`src/rtl/jtframe_ioctl_conv.sv`:
```
// jtframe_ioctl_conv
// Converts hps_io download words (DIN_W bits) into byte writes at least GAP
// cycles apart. A one-word pending buffer absorbs a word that arrives while
// the current one is still being emitted. Each word carries its own
// ioctl_index, which routes its bytes to the ROM loader, the DIP switches
// or core_mod.
// Optional feature: define JTFRAME_IOCTL_CHKSUM_EN to add the 16-bit output
// chksum, a running sum of every ROM byte written since download start.
module jtframe_ioctl_conv #(
   parameter int                     DIN_W     = 16,
   parameter int                     GAP       = 24,
   parameter int                     DIP_BYTES = 4,
   parameter logic [8*DIP_BYTES-1:0] DIP_DEF   = '1,
   parameter logic [7:0]             ROM_INDEX = 8'd0,
   parameter logic [7:0]             MOD_INDEX = 8'd1,
   parameter logic [7:0]             DIP_INDEX = 8'd254
) (
   input  logic                   clk_rom,
   input  logic                   rst_n,
   input  logic                   ioctl_download,
   input  logic [7:0]             ioctl_index,
   input  logic                   dwnld_wr,
   input  logic [26:0]            dwnld_addr,
   input  logic [DIN_W-1:0]       dwnld_data,
   output logic                   ioctl_wr,
   output logic [24:0]            ioctl_addr,
   output logic [7:0]             ioctl_data,
   output logic                   ioctl_rom_wr,
   output logic [8*DIP_BYTES-1:0] dipsw,
   output logic [6:0]             core_mod,
   output logic                   busy,
   output logic                   overrun
`ifdef JTFRAME_IOCTL_CHKSUM_EN
   ,
   output logic [15:0]            chksum
`endif
);

   localparam int BYTES   = DIN_W / 8;
   localparam int KW      = (BYTES > 1) ? $clog2(BYTES) : 1;
   // An 8-bit word is a plain pass-through, so the spacing rule does not apply
   localparam int GAP_EFF = (DIN_W == 8) ? 1 : GAP;
   localparam int CW      = (GAP_EFF > 2) ? $clog2(GAP_EFF) : 1;
   localparam logic [CW-1:0] CNT_LOAD = CW'((GAP_EFF >= 2) ? GAP_EFF - 2 : 0);
   localparam logic [KW-1:0] K_LAST   = KW'(BYTES - 1);
   localparam logic [24:0]   LOW_MASK = 25'(BYTES - 1);

   typedef enum logic [1:0] {IDLE, EMIT, WAIT, WAIT_LAST} state_t;

   state_t           state_reg;
   logic [CW-1:0]    cnt_reg;
   logic [KW-1:0]    k_reg;
   logic [DIN_W-1:0] word_reg;
   logic [24:0]      base_reg;
   logic [7:0]       idx_reg;

   logic             pend_full;
   logic [DIN_W-1:0] pend_word;
   logic [24:0]      pend_base;
   logic [7:0]       pend_idx;
   logic             dl_last;

   logic [1:0]       unused_addr;
   assign unused_addr = dwnld_addr[26:25];

   // Word-level address: the low bits select the byte and come from k
   logic [24:0] in_base;
   assign in_base = dwnld_addr[24:0] & ~LOW_MASK;

   logic last, cnt_zero, slot_new, slot_byte;
   logic take_pend, take_in, launch, store_pend, drop, dl_rise;
   assign last      = (k_reg == K_LAST);
   assign cnt_zero  = (cnt_reg == '0);
   // A new word may start: idle, or the gap after the final byte has elapsed
   assign slot_new  = (state_reg == IDLE)
                    || (((state_reg == WAIT) || (state_reg == WAIT_LAST)) && cnt_zero && last)
                    || ((state_reg == EMIT) && (GAP_EFF == 1) && last);
   // The next byte of the current word is due
   assign slot_byte = ((state_reg == WAIT) && cnt_zero && !last)
                    || ((state_reg == EMIT) && (GAP_EFF == 1) && !last);
   assign take_pend  = slot_new && pend_full;
   assign take_in    = slot_new && !pend_full && dwnld_wr;
   assign launch     = take_pend || take_in;
   // The pending slot takes the word if it is empty or is being drained now
   assign store_pend = dwnld_wr && !take_in && (!pend_full || take_pend);
   assign drop       = dwnld_wr && !take_in && pend_full && !take_pend;
   assign dl_rise    = ioctl_download && !dl_last;

   logic [DIN_W-1:0] src_word;
   logic [24:0]      src_base;
   logic [7:0]       src_idx;
   logic [KW-1:0]    k_nxt;
   logic [7:0]       next_data;
   assign src_word  = take_pend ? pend_word : dwnld_data;
   assign src_base  = take_pend ? pend_base : in_base;
   assign src_idx   = take_pend ? pend_idx  : ioctl_index;
   assign k_nxt     = k_reg + KW'(1);
   assign next_data = 8'(word_reg >> {k_nxt, 3'b000});

   assign busy = (state_reg != IDLE) || pend_full;

   // Byte emission FSM with registered strobe, address and data
   always_ff @(posedge clk_rom or negedge rst_n) begin
      if (!rst_n) begin
         state_reg    <= IDLE;
         cnt_reg      <= '0;
         k_reg        <= '0;
         word_reg     <= '0;
         base_reg     <= '0;
         idx_reg      <= '0;
         ioctl_wr     <= 1'b0;
         ioctl_addr   <= '0;
         ioctl_data   <= '0;
         ioctl_rom_wr <= 1'b0;
      end else begin
         ioctl_wr     <= 1'b0;
         ioctl_rom_wr <= 1'b0;
         if (launch) begin
            state_reg    <= EMIT;
            k_reg        <= '0;
            word_reg     <= src_word;
            base_reg     <= src_base;
            idx_reg      <= src_idx;
            ioctl_wr     <= 1'b1;
            ioctl_addr   <= src_base;
            ioctl_data   <= src_word[7:0];
            ioctl_rom_wr <= (src_idx == ROM_INDEX);
         end else if (slot_byte) begin
            state_reg    <= EMIT;
            k_reg        <= k_nxt;
            ioctl_wr     <= 1'b1;
            ioctl_addr   <= base_reg | 25'(k_nxt);
            ioctl_data   <= next_data;
            ioctl_rom_wr <= (idx_reg == ROM_INDEX);
         end else begin
            case (state_reg)
               EMIT: begin
                  if (GAP_EFF == 1) begin
                     state_reg <= IDLE;
                  end else begin
                     state_reg <= (last && !pend_full) ? WAIT_LAST : WAIT;
                     cnt_reg   <= CNT_LOAD;
                  end
               end
               WAIT, WAIT_LAST: begin
                  if (cnt_zero) state_reg <= IDLE;
                  else          cnt_reg   <= cnt_reg - CW'(1);
               end
               default: ;
            endcase
         end
      end
   end

   // One-word pending buffer
   always_ff @(posedge clk_rom or negedge rst_n) begin
      if (!rst_n) begin
         pend_full <= 1'b0;
         pend_word <= '0;
         pend_base <= '0;
         pend_idx  <= '0;
      end else if (store_pend) begin
         pend_full <= 1'b1;
         pend_word <= dwnld_data;
         pend_base <= in_base;
         pend_idx  <= ioctl_index;
      end else if (take_pend) begin
         pend_full <= 1'b0;
      end
   end

   // Sticky overrun flag, cleared only when a new download starts
   always_ff @(posedge clk_rom or negedge rst_n) begin
      if (!rst_n) begin
         dl_last <= 1'b0;
         overrun <= 1'b0;
      end else begin
         dl_last <= ioctl_download;
         if (drop)         overrun <= 1'b1;
         else if (dl_rise) overrun <= 1'b0;
      end
   end

   // core_mod only listens to byte 0 so upper word bytes cannot clobber it
   always_ff @(posedge clk_rom or negedge rst_n) begin
      if (!rst_n) core_mod <= 7'h7F;
      else if (ioctl_wr && (idx_reg == MOD_INDEX) && (ioctl_addr == '0))
         core_mod <= ioctl_data[6:0];
   end

   genvar gi;
   generate
      for (gi = 0; gi < DIP_BYTES; gi++) begin : g_dip
         logic [7:0] byte_reg;
         // Capture DIP byte gi; addresses past DIP_BYTES match no byte
         always_ff @(posedge clk_rom or negedge rst_n) begin
            if (!rst_n) byte_reg <= DIP_DEF[8*gi +: 8];
            else if (ioctl_wr && (idx_reg == DIP_INDEX) && (ioctl_addr == 25'(gi)))
               byte_reg <= ioctl_data;
         end
         assign dipsw[8*gi +: 8] = byte_reg;
      end
   endgenerate

`ifdef JTFRAME_IOCTL_CHKSUM_EN
   // Running ROM byte sum, restarted with every download
   always_ff @(posedge clk_rom or negedge rst_n) begin
      if (!rst_n)            chksum <= '0;
      else if (dl_rise)      chksum <= '0;
      else if (ioctl_rom_wr) chksum <= chksum + {8'h00, ioctl_data};
   end
`else
   // No checksum logic in this build
`endif

endmodule

```
`config.mk`:
```
export PLATFORM = sky130hd
export DESIGN_NAME = jtframe_ioctl_conv
export DESIGN_NICKNAME = d
export VERILOG_FILES = /design/src/rtl/jtframe_ioctl_conv.sv
export SDC_FILE = /design/constraint.sdc
export NUM_CORES = 1
export LEC_CHECK = 0
export BUFFER_PORTS_ARGS = -buffer_cell sky130_fd_sc_hd__buf_2
export CAP_MARGIN = 40
export CORE_UTILIZATION = 35
export DETAILED_ROUTE_END_ITERATION = 8
export GPL_TIMING_DRIVEN = 0
export SYNTH_ARGS = -nofsm -noshare
export SYNTH_HDL_FRONTEND = slang
export SYNTH_SLANG_ARGS = --single-unit
```
`constraint.sdc`:
```
create_clock -name clk_rom -period 5.61 [get_ports clk_rom]
set_input_delay 0.8415 -clock clk_rom [delete_from_list [all_inputs] [get_ports clk_rom]]
set_output_delay 0.8415 -clock clk_rom [all_outputs]
set_load 0.05 [all_outputs]
```
# --- After elaboration in Yosys (flattened, before gate mapping) ---
# Index checks and enable logic that the tools add are counted.
# Widths: inputs -> output; s select.
totals:
  register_bits: 182
  latch_bits: 0
  ram_bits: 0
  rom_bits: 0
  in_bits: 55
  out_inout_bits: 76
  elab_cells: 105
  memories: 0
classes:
  add_sub_neg: 2
  mul: 0
  div_mod_pow: 0
  n_lt_le_gt_ge: 0
  n_eq_ne: 10
  n_shift: 1
  muxes: 24
  bitwise: 3
  n_reduce_logical: 44
op_table:
  columns: ["op", "count"]
  rows:
  - ["$mux 25", 3]
  - ["$eq 25x2->1 const B", 2]
  - ["$eq 25x1->1 const B", 1]
  - ["$logic_not 25->1", 1]
  - ["$or 25x1->25", 1]
  - ["$mux 8", 3]
  - ["$logic_and 1x1->1", 20]
  - ["$logic_not 8->1", 2]
  - ["$mux 16", 1]
  - ["$shr 16x4->8", 1]
  - ["$mux 1", 11]
  - ["$pmux 5 s2", 1]
  - ["$reduce_bool 2->1", 5]
  - ["$eq 8x1->1 const B", 1]
  - ["$eq 8x8->1 const B", 1]
  - ["$mux 2", 3]
  - ["$logic_not 1->1", 5]
  - ["$logic_not 5->1", 1]
  - ["$logic_or 1x1->1", 5]
  - ["$mux 5", 1]
  - ["$sub 5x1->5 const B", 1]
  - ["$eq 2x2->1 const B", 2]
  - ["$ne 4x4->1 const B", 1]
  - ["$pmux 2 s2", 1]
  - ["9 further kinds", 10]

# --- Logic depth before layout (Yosys ltp) ---
# Gate-level depths: netlist of run 1.
logic_depth:
  ltp_word: 12
  mapped_depth: 9
  depth_no_buf: 6

# --- Least setup slack after synthesis of run 1 ---
# Ideal clock, no wire load.
synth_timing:
  path_kind: "reg-to-reg"
  from: "register ioctl_addr[6]"
  to: "register g_dip[2].byte_reg[0]"
  setup_time_ns: 0.082
  arrival_time_ns: 2.487
  required_time_ns: 5.528
  setup_slack_ns: 3.041
  stages_incl_launch_ff: 6
  path_buffers: 1
  synth_period_minus_slack_ns: 2.569
  cell_sequence: "dfrtp_1 -> or4_4 -> or3_4 -> or4_4 -> buf_6 -> mux2_4"
synth_between:
  elab_chain_len: 2
synth_lines:
  columns: ["item", "line", "source"]
  rows:
  - ["start: declaration", "26", "output logic [24:0] ioctl_addr,"]
  - ["start signal: assignment", "125", "ioctl_addr <= src_base;"]
  - ["start signal: assignment", "132", "ioctl_addr <= base_reg | 25'(k_nxt);"]
  - ["$eq 25x2->1", "198", "else if (ioctl_wr && (idx_reg == DIP_INDEX) && (ioctl_addr == 25'(gi)))"]
  - ["$logic_and 1x1->1", "198", null]
  - ["end signal: assignment", "197", "if (!rst_n) byte_reg <= DIP_DEF[8*gi +: 8];"]
  - ["end signal: assignment", "199", "byte_reg <= ioctl_data;"]
  - ["end: declaration", "194", "logic [7:0] byte_reg;"]
# No other way between the ends.
# A chain may end at the register's enable or synchronous reset.

# --- Worst setup path in the final report of run 1 ---
layout_timing:
  from: "register cnt_reg[0]"
  to: "register pend_base[16]"
layout_between:
  elab_chain_len: 9
  elab_cells_between_ends: 11
  cone_classes: "11 x reduce/logical"
layout_lines:
  columns: ["item", "line", "source"]
  rows:
  - ["start: declaration", "51", "logic [CW-1:0] cnt_reg;"]
  - ["start signal: assignment", "147", "else cnt_reg <= cnt_reg - CW'(1);"]
  - ["$logic_not 5->1 *", "73", "assign cnt_zero = (cnt_reg == '0);"]
  - ["$logic_and 1x1->1 * (2 in a row)", "76", "|| (((state_reg == WAIT) || (state_reg == WAIT_LAST)) && cnt_zero && last)"]
  - ["$logic_or 1x1->1 *", "76", null]
  - ["$logic_and 1x1->1 (2 in a row)", "82", "assign take_in = slot_new && !pend_full && dwnld_wr;"]
  - ["$logic_not 1->1", "85", "assign store_pend = dwnld_wr && !take_in && (!pend_full || take_pend);"]
  - ["$logic_and 1x1->1", "85", null]
  - ["$logic_and 1x1->1 *", "85", null]
  - ["end signal: assignment", "165", "pend_base <= in_base;"]
  - ["end: declaration", "59", "logic [24:0] pend_base;"]
# Mark *: on every way between the ends. The rest lies on a longest branch, timed or not.

==> run metrics, run 1 <==
max_cap viols=0; final setup vio count=0; final worst setup slack=2.43 ns; Routed Antenna Nets=0; clock transition at the registers of the reported paths=0.07 ns; share of layout cells above drive strength 1=0.414; Critical Path Slowest Stage Cell=nor4b_2; H-tree depth=4; Netlist cell types=47; Fillers=2038; post-synthesis cell count=597; total CTS buffers=17; CP top delay family=buffers and inverters; Final Hold Viols=0; pre-CTS setup slack=2.45 ns; setup tns final=0 ns; CP peak stage delay=0.53 ns; post-synthesis cell area=7690 um^2; Yosys top cell by area=dfrtp_1; PwrDens=549 nW/um^2; # rows=53; Startpoint Class=flip-flop; Crit. End Element=flip-flop; worst slew pin tran=0.804 ns; diodes inserted=0; CP Max Fanout=10; Buf/Inv on CP=4; leak pwr=4.64 nW; DRT Wirelength=19300 um; status=finished, final reports clean; clock buffer depth=2; core area=21300 um^2; Synth Net Count=654; clock skew=0.0112 ns; Slew headroom=0.461; hpwl dp=13600 um; Synth area leaders=dfrtp_1, dfstp_2, mux2_2; Final Cycle Share=0.567; Worst EP required=5.93 ns; synthesis-to-finish area growth=21.6%; post-CTS sizing=0; flops & latches, synth=172; DR iter-0 viols=280; Async S/R FF share, synth=1.00; Crit Path Class=reg2reg; initial antenna violation count=1; Hold Crit Class=in2async; first-pass GRT wire length=30200 um; fin. max-slew vios=0; CTS Hold Bufs=0; f_max=0.314 GHz; min cycle time layout=3.18 ns; CTS Root Buffer Type=clkbuf_16; post-CTS setup buffers=0; ys flop type=dfrtp_1; total gr overflow=0; post-DR wirelength/cell=18.7 um; post-synth top area share=0.433; Seq/Total Area, Yosys=0.566; Starting Density=0.361; Layout Nets=804; All-Layer GR Usage=0.179; Synth Warn #=0; largest net degree at the start of global routing=88; I/O Pins=131; Initial DRT Pass Iterations=4; max reg flops=32; Chip Height=150 um; I/O Buffers=127; vias in the first global route=5398; CP Data Arrival Time=3.50 ns; worst IR drop on VDD=0.360 mV; TritonCTS clock tree=built; most used cell, CP=buf_2; crit-path cells=inv_1, ha_1, nor4b_2, a31o_2, buf_2, mux2i_1, buf_2, buf_2, mux2_2; die area=22600 um^2; mean number of vias per cell=5.22; unrepaired setup endpoints after global routing=false; Synth Area per Inst=12.9 um^2; gp weighted congestion=0.810; worst skew pair latency=0.44 ns; Post-synth EDFFs=0; die width=150 um; drc violations=0; clock sinks=172; via count=5401
Yosys cell counts (3+ instances only):
cell type,count
nand4_1,7
a22oi_1,8
dfstp_2,39
clkbuf_1,24
inv_1,9
mux2_2,80
or2_2,9
a2bb2oi_1,8
mux2_4,8
buf_2,7
o32a_1,6
dfrtp_1,133
o22ai_1,3
a21oi_1,54
nand2_1,7
mux2i_1,88
o21ai_0,39
nor4_1,8
nor2_1,11
or4_1,3
nor3_1,4
nand3_1,4
nand2b_1,4
buf_1,7
worst register-to-register path: cells and delay by family (launching register included):
kind                       cells  cell delay [ns]
buffers and inverters          4             1.06
muxes                          2             0.67
and+or+nand+nor                1             0.53
DFF                            1             0.38
AOI/OAI and AO/OA              1             0.23
adders and majority gates      1             0.19
report_power, final:
part           switching, mW  total, mW  internal (mW)
clock                  0.515       1.22          0.707
sequential             0.358       2.07           1.72
combinational           1.13       1.84          0.704
through the flow:
step                       util  area (um^2)  hold WS, ns  power [mW]  instances
after CTS                 0.440         9360        0.435        5.18       1035
final                     0.440         9360        0.385        5.14       1035
after detailed placement  0.411         8740        0.484        3.95       1003
after global placement    0.408         8670        0.480        3.90        999
after floorplan               -         7690        0.470        3.39        597
after global routing      0.440         9360        0.450        5.44       1035
metal layers:
layer / global-route usage / up-vias / wire [um]
li1: - / 2513 / -
met1: 0.243 / 2731 / 8970
met2: 0.288 / 138 / 9220
met3: 0.0403 / 17 / 941
met4: 0.0465 / 2 / 170
met5: 0 / - / 13
cell families after synthesis:
family | after synthesis | share of synthesized area
XOR/XNOR | 1 | 0.00114
AO/OA/AOI/OAI | 127 | 0.0972
adder cells (fa/ha/maj) | 3 | 0.00455
flip-flops | 172 | 0.566
multiplexers | 176 | 0.247
buffers and inverters | 49 | 0.0265
AND/OR/NAND/NOR | 69 | 0.0577
path summary, 6_finish.rpt:
kind / slack (ns) / startpoint / cells after the start / endpoint
setup / recovery: 2.43 / cnt_reg[0]$_DFFE_PN0P_ / 9 / pend_base[16]$_DFFE_PN0P_
hold / removal: 0.39 / rst_n / 1 / pend_word[8]$_DFFE_PN0P_
setup reg to reg: 2.43 / cnt_reg[0]$_DFFE_PN0P_ / 9 / pend_base[16]$_DFFE_PN0P_
hold reg to reg: 0.49 / overrun$_DFFE_PN0P_ / 1 / overrun$_DFFE_PN0P_
max in group asynchronous: 4.33 / rst_n / 2 / pend_base[15]$_DFFE_PN0P_
min in group clk_rom: 0.49 / overrun$_DFFE_PN0P_ / 1 / overrun$_DFFE_PN0P_
layout by cell type, fill, tap and decap left out, types with 9 or more instances in the layout:
master       n
clkbuf_16   20
dfrtp_1    133
clkbuf_1    25
dfstp_2     39
mux2_2      80
a21oi_1     54
buf_2      134
inv_1        9
or2_2        9
o21ai_0     39
nor2_1      11
mux2i_1     88
cell type report:
cell class                      instances  area (um^2)  area share
Tap cell                              275          344      0.0368
Clock inverter                         10         98.8      0.0106
Multi-Input combinational cell        376         3140       0.335
Buffer                                 40          170      0.0182
Inverter                                9         33.8     0.00361
Sequential cell                       172         4350       0.465
Timing Repair Buffer                  131          701      0.0749
Clock buffer                           22          518      0.0554
No activity file was read; power rests on OpenSTA's default activity.
==> run 2, diff against run 1 <==
- clock period: 5.61 -> 2.7 ns (I/O delays scaled with it)
==> run metrics, run 2 (same netlist as run 1, synthesis figures left out) <==
status=finished, final reports clean (unchanged); total gr overflow=0 (unchanged); leak pwr=4.70 nW (was 4.64 nW); CP peak stage delay=0.60 ns (was 0.53 ns); most common cell after layout, fill and taps aside=dfrtp_1 (was buf_2); I/O Buffers=127 (unchanged); DRT met1 WL=8890 um (was 8970 um); clock skew=0.0115 ns (was 0.0112 ns); WL met3=1180 um (was 941 um); All-Layer GR Usage=0.180 (was 0.179); drc violations=0 (unchanged); CTS Root Buffer Type=clkbuf_16 (unchanged); Critical Path Slowest Stage Cell=or4_4 (was nor4b_2); Crit Path Class=reg2reg (unchanged); largest net degree at the start of global routing=88 (unchanged); Initial DRT Pass Iterations=4 (unchanged); PwrDens=1130 nW/um^2 (was 549 nW/um^2); fin util=0.444 (was 0.440); DRT Wirelength=19500 um (was 19300 um); Fillers=2027 (was 2038); Final Hold Viols=0 (unchanged); share of layout cells above drive strength 1=0.429 (was 0.414); Crit. End Element=flip-flop (unchanged); DR iter-0 viols=278 (was 280); clock buffer depth=2 (unchanged); Layout Nets=809 (was 804); # rows=53 (unchanged); first-pass GRT wire length=30400 um (was 30200 um); die width=150 um (unchanged); worst skew pair latency=0.43 ns (was 0.44 ns); final setup vio count=0 (unchanged); initial antenna violation count=1 (unchanged); commonest cells after routing, fill and taps aside=dfrtp_1, buf_2, mux2i_1 (was buf_2, dfrtp_1, mux2i_1); min cycle time layout=2.58 ns (was 3.18 ns); core area=21300 um^2 (unchanged); max reg flops=32 (unchanged); unrepaired setup endpoints after global routing=false (unchanged); I/O Pins=131 (unchanged); mean number of vias per cell=5.18 (was 5.22); H-tree depth=4 (unchanged); Slew headroom=0.528 (was 0.461); Worst EP required=3.06 ns (was 5.93 ns); clock sinks=172 (unchanged); post-DR wirelength/cell=18.7 um (about the same); diodes inserted=0 (unchanged); WL met2=9220 um (about the same); Max Used Layer=met5 (unchanged); hpwl dp=13600 um (unchanged); clock transition at the registers of the reported paths=0.07 ns (about the same); worst IR drop on VDD=0.749 mV (was 0.360 mV); Buf/Inv on CP=1 (was 4); crit-path cells=nor4_1, nand4_1, or4_4, buf_6, mux2_4 (was inv_1, ha_1, nor4b_2, a31o_2, buf_2, mux2i_1, buf_2, buf_2, mux2_2); Routed Antenna Nets=0 (unchanged); worst slew pin tran=0.709 ns (was 0.804 ns); CP Data Arrival Time=2.94 ns (was 3.50 ns); Hold Crit Class=in2reg (was in2async); Starting Density=0.361 (unchanged); hold slack=0.0863 ns (was 0.385 ns); CP Max Fanout=8 (was 10); die area=22600 um^2 (unchanged); Chip Height=150 um (unchanged); CP top delay family=simple AND/OR/NAND/NOR gates (was buffers and inverters); f_max=0.388 GHz (was 0.314 GHz); TritonCTS clock tree=built (unchanged); Final Cycle Share=0.955 (was 0.567); via count=5391 (was 5401); Startpoint Class=flip-flop (unchanged); max_cap viols=0 (unchanged); vias in the first global route=5419 (was 5398); fin. max-slew vios=0 (unchanged); gp weighted congestion=0.810 (unchanged); total CTS buffers=17 (unchanged); synthesis-to-finish area growth=22.8% (was 21.6%)
==> run 2: cell type report <==
| type | count | area (um^2) | area share |
|---|---|---|---|
| multi-input cells | 376 | 3170 | 0.336 |
| clock inverters | 10 | 98.8 | 0.0105 |
| inverters | 9 | 33.8 | 0.00357 |
| plain buffers | 39 | 184 | 0.0195 |
| repair buffers | 137 | 748 | 0.0792 |
| well taps | 275 | 344 | 0.0364 |
| flip-flops and latches | 172 | 4350 | 0.460 |
| clock buffers | 22 | 518 | 0.0548 |
==> run 2: worst paths after layout <==
kind / startpoint / endpoint / slack (ns) / depth (start not counted)
max in group asynchronous: rst_n / ioctl_addr[4]$_DFFE_PN0P_ / 1.27 / 3
setup / recovery: ioctl_addr[18]$_DFFE_PN0P_ / g_dip[2].byte_reg[3]$_DFFE_PN1P_ / 0.12 / 5
hold reg to reg: overrun$_DFFE_PN0P_ / overrun$_DFFE_PN0P_ / 0.49 / 1
hold / removal: ioctl_download / dl_last$_DFF_PN0_ / 0.09 / 1
setup reg to reg: ioctl_addr[18]$_DFFE_PN0P_ / g_dip[2].byte_reg[3]$_DFFE_PN1P_ / 0.12 / 5
min in group asynchronous: rst_n / pend_word[11]$_DFFE_PN0P_ / 0.55 / 2
==> run 2: report_power, final <==
part,leakage [nW],switching (mW),internal (mW)
clock network,0.306,1.06,1.47
logic,2.43,2.37,1.49
registers,1.96,0.755,3.57
==> run 2: per-stage QoR <==
step	setup TNS (ns)	area, um^2	worst slack [ns]	power (mW)	std cells
4_1_cts	0	9400	0.00887	10.8	1038
3_3_place_gp	-263.34	8670	-1.66	8.10	999
3_5_place_dp	-25.25	8740	-0.462	8.21	1003
6_report	0	9450	0.122	10.7	1040
2_1_floorplan	0	7690	0.131	7.05	597
5_1_grt	0	9450	0.00567	11.4	1040
==> run 2: what timing repair did <==
action | CTS | global route
resized for setup | 8 | 10
pin swaps | 1 | 2
hold buffers | 1 | 0
endpoints found under the hold margin | 4 | 0
setup buffers | 2 | 3
endpoints found under the setup margin | 76 | 87
==> run 2: per-layer routing <==
| layer | GRT usage | vias to the layer above |
|---|---|---|
| met5 | 0 | - |
| met4 | 0.0465 | 2 |
| met3 | 0.0403 | 17 |
| met2 | 0.290 | 133 |
| met1 | 0.245 | 2720 |
| li1 | - | 2519 |
==> run 3, diff against run 2 <==
- CORE_ASPECT_RATIO: unset -> 1.2
==> run metrics, run 3 (same netlist as run 1, synthesis figures left out) <==
Hold Path Depth=1 (unchanged); die width=137 um (was 150 um); Sw Share=0.405 (was 0.391); largest net degree at the start of global routing=88 (unchanged); fin util=0.434 (was 0.444); commonest cells after routing, fill and taps aside=dfrtp_1, buf_2, mux2i_1 (unchanged); Fillers=2054 (was 2027); reg-to-reg critical path startpoint=cnt_reg[0]$_DFFE_PN0P_ (was ioctl_addr[18]$_DFFE_PN0P_); core area=21600 um^2 (was 21300 um^2); clock skew=0.0105 ns (was 0.0115 ns); Slew headroom=0.448 (was 0.528); clock network fraction of total power=0.230 (was 0.236); Initial DRT Pass Iterations=4 (unchanged); diodes inserted=0 (unchanged); Crit Path Class=reg2reg (unchanged); DR iter-0 viols=198 (was 278); gp weighted congestion=0.870 (was 0.810); Chip Height=164 um (was 150 um); clock sinks=172 (unchanged); Seq pwr share=0.406 (was 0.403); Startpoint Class=flip-flop (unchanged); DRT Wirelength=18700 um (was 19500 um); CP Max Fanout=10 (was 8); total CTS buffers=17 (unchanged); via count=5284 (was 5391); worst skew pair latency=0.44 ns (was 0.43 ns); CP Data Arrival Time=2.89 ns (was 2.94 ns); max_cap viols=0 (unchanged); total gr overflow=0 (unchanged); max reg flops=32 (unchanged); worst slew pin tran=0.827 ns (was 0.709 ns); vias in the first global route=5394 (was 5419); TritonCTS clock tree=built (unchanged); I/O Buffers=127 (unchanged); synthesis-to-finish area growth=22.1% (was 22.8%); Final Hold Viols=0 (unchanged); worst reg2reg path endpoint=pend_base[23]$_DFFE_PN0P_ (was g_dip[2].byte_reg[3]$_DFFE_PN1P_); Hold Crit Class=in2reg (unchanged); I/O Pins=131 (unchanged); die area=22600 um^2 (about the same); FF-to-FF path depth=8 (was 5); Critical Path Slowest Stage Cell=dfrtp_1 (was or4_4); Crit. End Element=flip-flop (unchanged); overall power=10.6 mW (was 10.7 mW); status=finished, final reports clean (unchanged); # rows=59 (was 53); clock buffer depth=2 (unchanged); Int Pwr=6.30 mW (was 6.53 mW); final setup vio count=0 (unchanged); f_max=0.388 GHz (about the same); worst IR drop on VDD=0.574 mV (was 0.749 mV); mean number of vias per cell=5.11 (was 5.18); share of layout cells above drive strength 1=0.428 (was 0.429); H-tree depth=4 (unchanged); Worst EP required=3.02 ns (was 3.06 ns); r2r setup slk=0.12 ns (about the same); PwrDens=1130 nW/um^2 (about the same); Routed Antenna Nets=0 (unchanged); All-Layer GR Usage=0.174 (was 0.180); fin. max-slew vios=0 (unchanged); most common cell after layout, fill and taps aside=dfrtp_1 (unchanged); logic gate share of total power=0.364 (was 0.361); Starting Density=0.356 (was 0.361); beginning of the worst hold path=ioctl_download (unchanged); first-pass GRT wire length=29400 um (was 30400 um); Layout Nets=804 (was 809); initial antenna violation count=1 (unchanged); min cycle time layout=2.58 ns (about the same); sink of the worst hold path=dl_last$_DFF_PN0_ (unchanged); CP peak stage delay=0.38 ns (was 0.60 ns); CTS Root Buffer Type=clkbuf_16 (unchanged); unrepaired setup endpoints after global routing=false (unchanged); drc violations=0 (unchanged); clock transition at the registers of the reported paths=0.07 ns (about the same); post-DR wirelength/cell=18.1 um (was 18.7 um); Sw Pwr=4.28 mW (was 4.19 mW); leak pwr=4.65 nW (was 4.70 nW); crit-path cells=inv_1, ha_1, nor4b_4, a31o_2, mux2i_4, buf_6, buf_4, mux2_2 (was nor4_1, nand4_1, or4_4, buf_6, mux2_4); Final Cycle Share=0.954 (was 0.955); hpwl dp=13400 um (was 13600 um)
run 3: per-layer routing:
| metal | vias up | global-route usage | share of wire |
|---|---|---|---|
| li1 | 2501 | - | - |
| met1 | 2630 | 0.220 | 0.44 |
| met2 | 134 | 0.294 | 0.49 |
| met3 | 17 | 0.0442 | 0.058 |
| met4 | 2 | 0.0475 | 0.0098 |
| met5 | - | 0 | 0.00059 |
run 3: cell type report:
type | instances | area (um^2) | area share
tap | 274 | 343 | 0.0365
clock buffer | 17 | 425 | 0.0453
sequential | 172 | 4350 | 0.463
clock inverter | 15 | 169 | 0.0180
buffer | 39 | 184 | 0.0196
timing repair buffer | 132 | 709 | 0.0755
multi-input combinational | 376 | 3180 | 0.338
inverter | 9 | 33.8 | 0.00359
run 3: critical path, delay by kind of cell (launching register included):
kind	cells	cell delay (ns)
mux	2	0.66
fa+ha+maj	1	0.23
buf+inv	3	0.54
simple gates	1	0.28
compound gates	1	0.37
flops	1	0.38
run 3: stage by stage:
stage / setup TNS (ns) / setup WS (ns) / area, um^2 / std cells / hold slack [ns]
after CTS: -0.0819 / -0.0220 / 9370 / 1035 / 0.0771
after global routing: 0 / 0.00254 / 9400 / 1034 / 0.0963
after floorplan: 0 / 0.131 / 7690 / 597 / 0.109
final: 0 / 0.124 / 9400 / 1034 / 0.0984
after global placement: -253.85 / -1.58 / 8670 / 998 / 0.489
after detailed placement: -25.32 / -0.472 / 8730 / 1000 / 0.461
run 3: how the worst max path moves through the flow:
stage                                     from                          endpoint  slack [ns]  depth (start not counted)
floorplan            ioctl_addr[6]$_DFFE_PN0P_  g_dip[2].byte_reg[0]$_DFFE_PN1P_        0.13                          5
global placement                         rst_n         pend_base[22]$_DFFE_PN0P_       -1.58                          1
detailed placement      cnt_reg[0]$_DFFE_PN0P_         pend_base[23]$_DFFE_PN0P_       -0.47                          9
CTS                     cnt_reg[0]$_DFFE_PN0P_        ioctl_addr[15]$_DFFE_PN0P_       -0.02                         10
global route        ioctl_addr[18]$_DFFE_PN0P_  g_dip[0].byte_reg[3]$_DFFE_PN1P_       0.003                          4
finish                  cnt_reg[0]$_DFFE_PN0P_         pend_base[23]$_DFFE_PN0P_        0.12                          8
run 3: power by group through the flow:
stage          Clock (mW)  Sequential [mW]  Combinational (mW)
6_report             2.43             4.29                3.86
5_1_grt              2.60             4.42                4.21
4_1_cts              2.50             4.29                3.87
3_5_place_dp            0             4.32                3.84
3_3_place_gp            0             4.30                3.76
2_1_floorplan           0             5.00                2.05
run 3: timing repair:
action,in CTS,in global routing
hold buffers,1,0
setup buffers,2,0
endpoints found under the hold margin,10,0
setup endpoints to repair,68,81
gates resized for setup,7,12
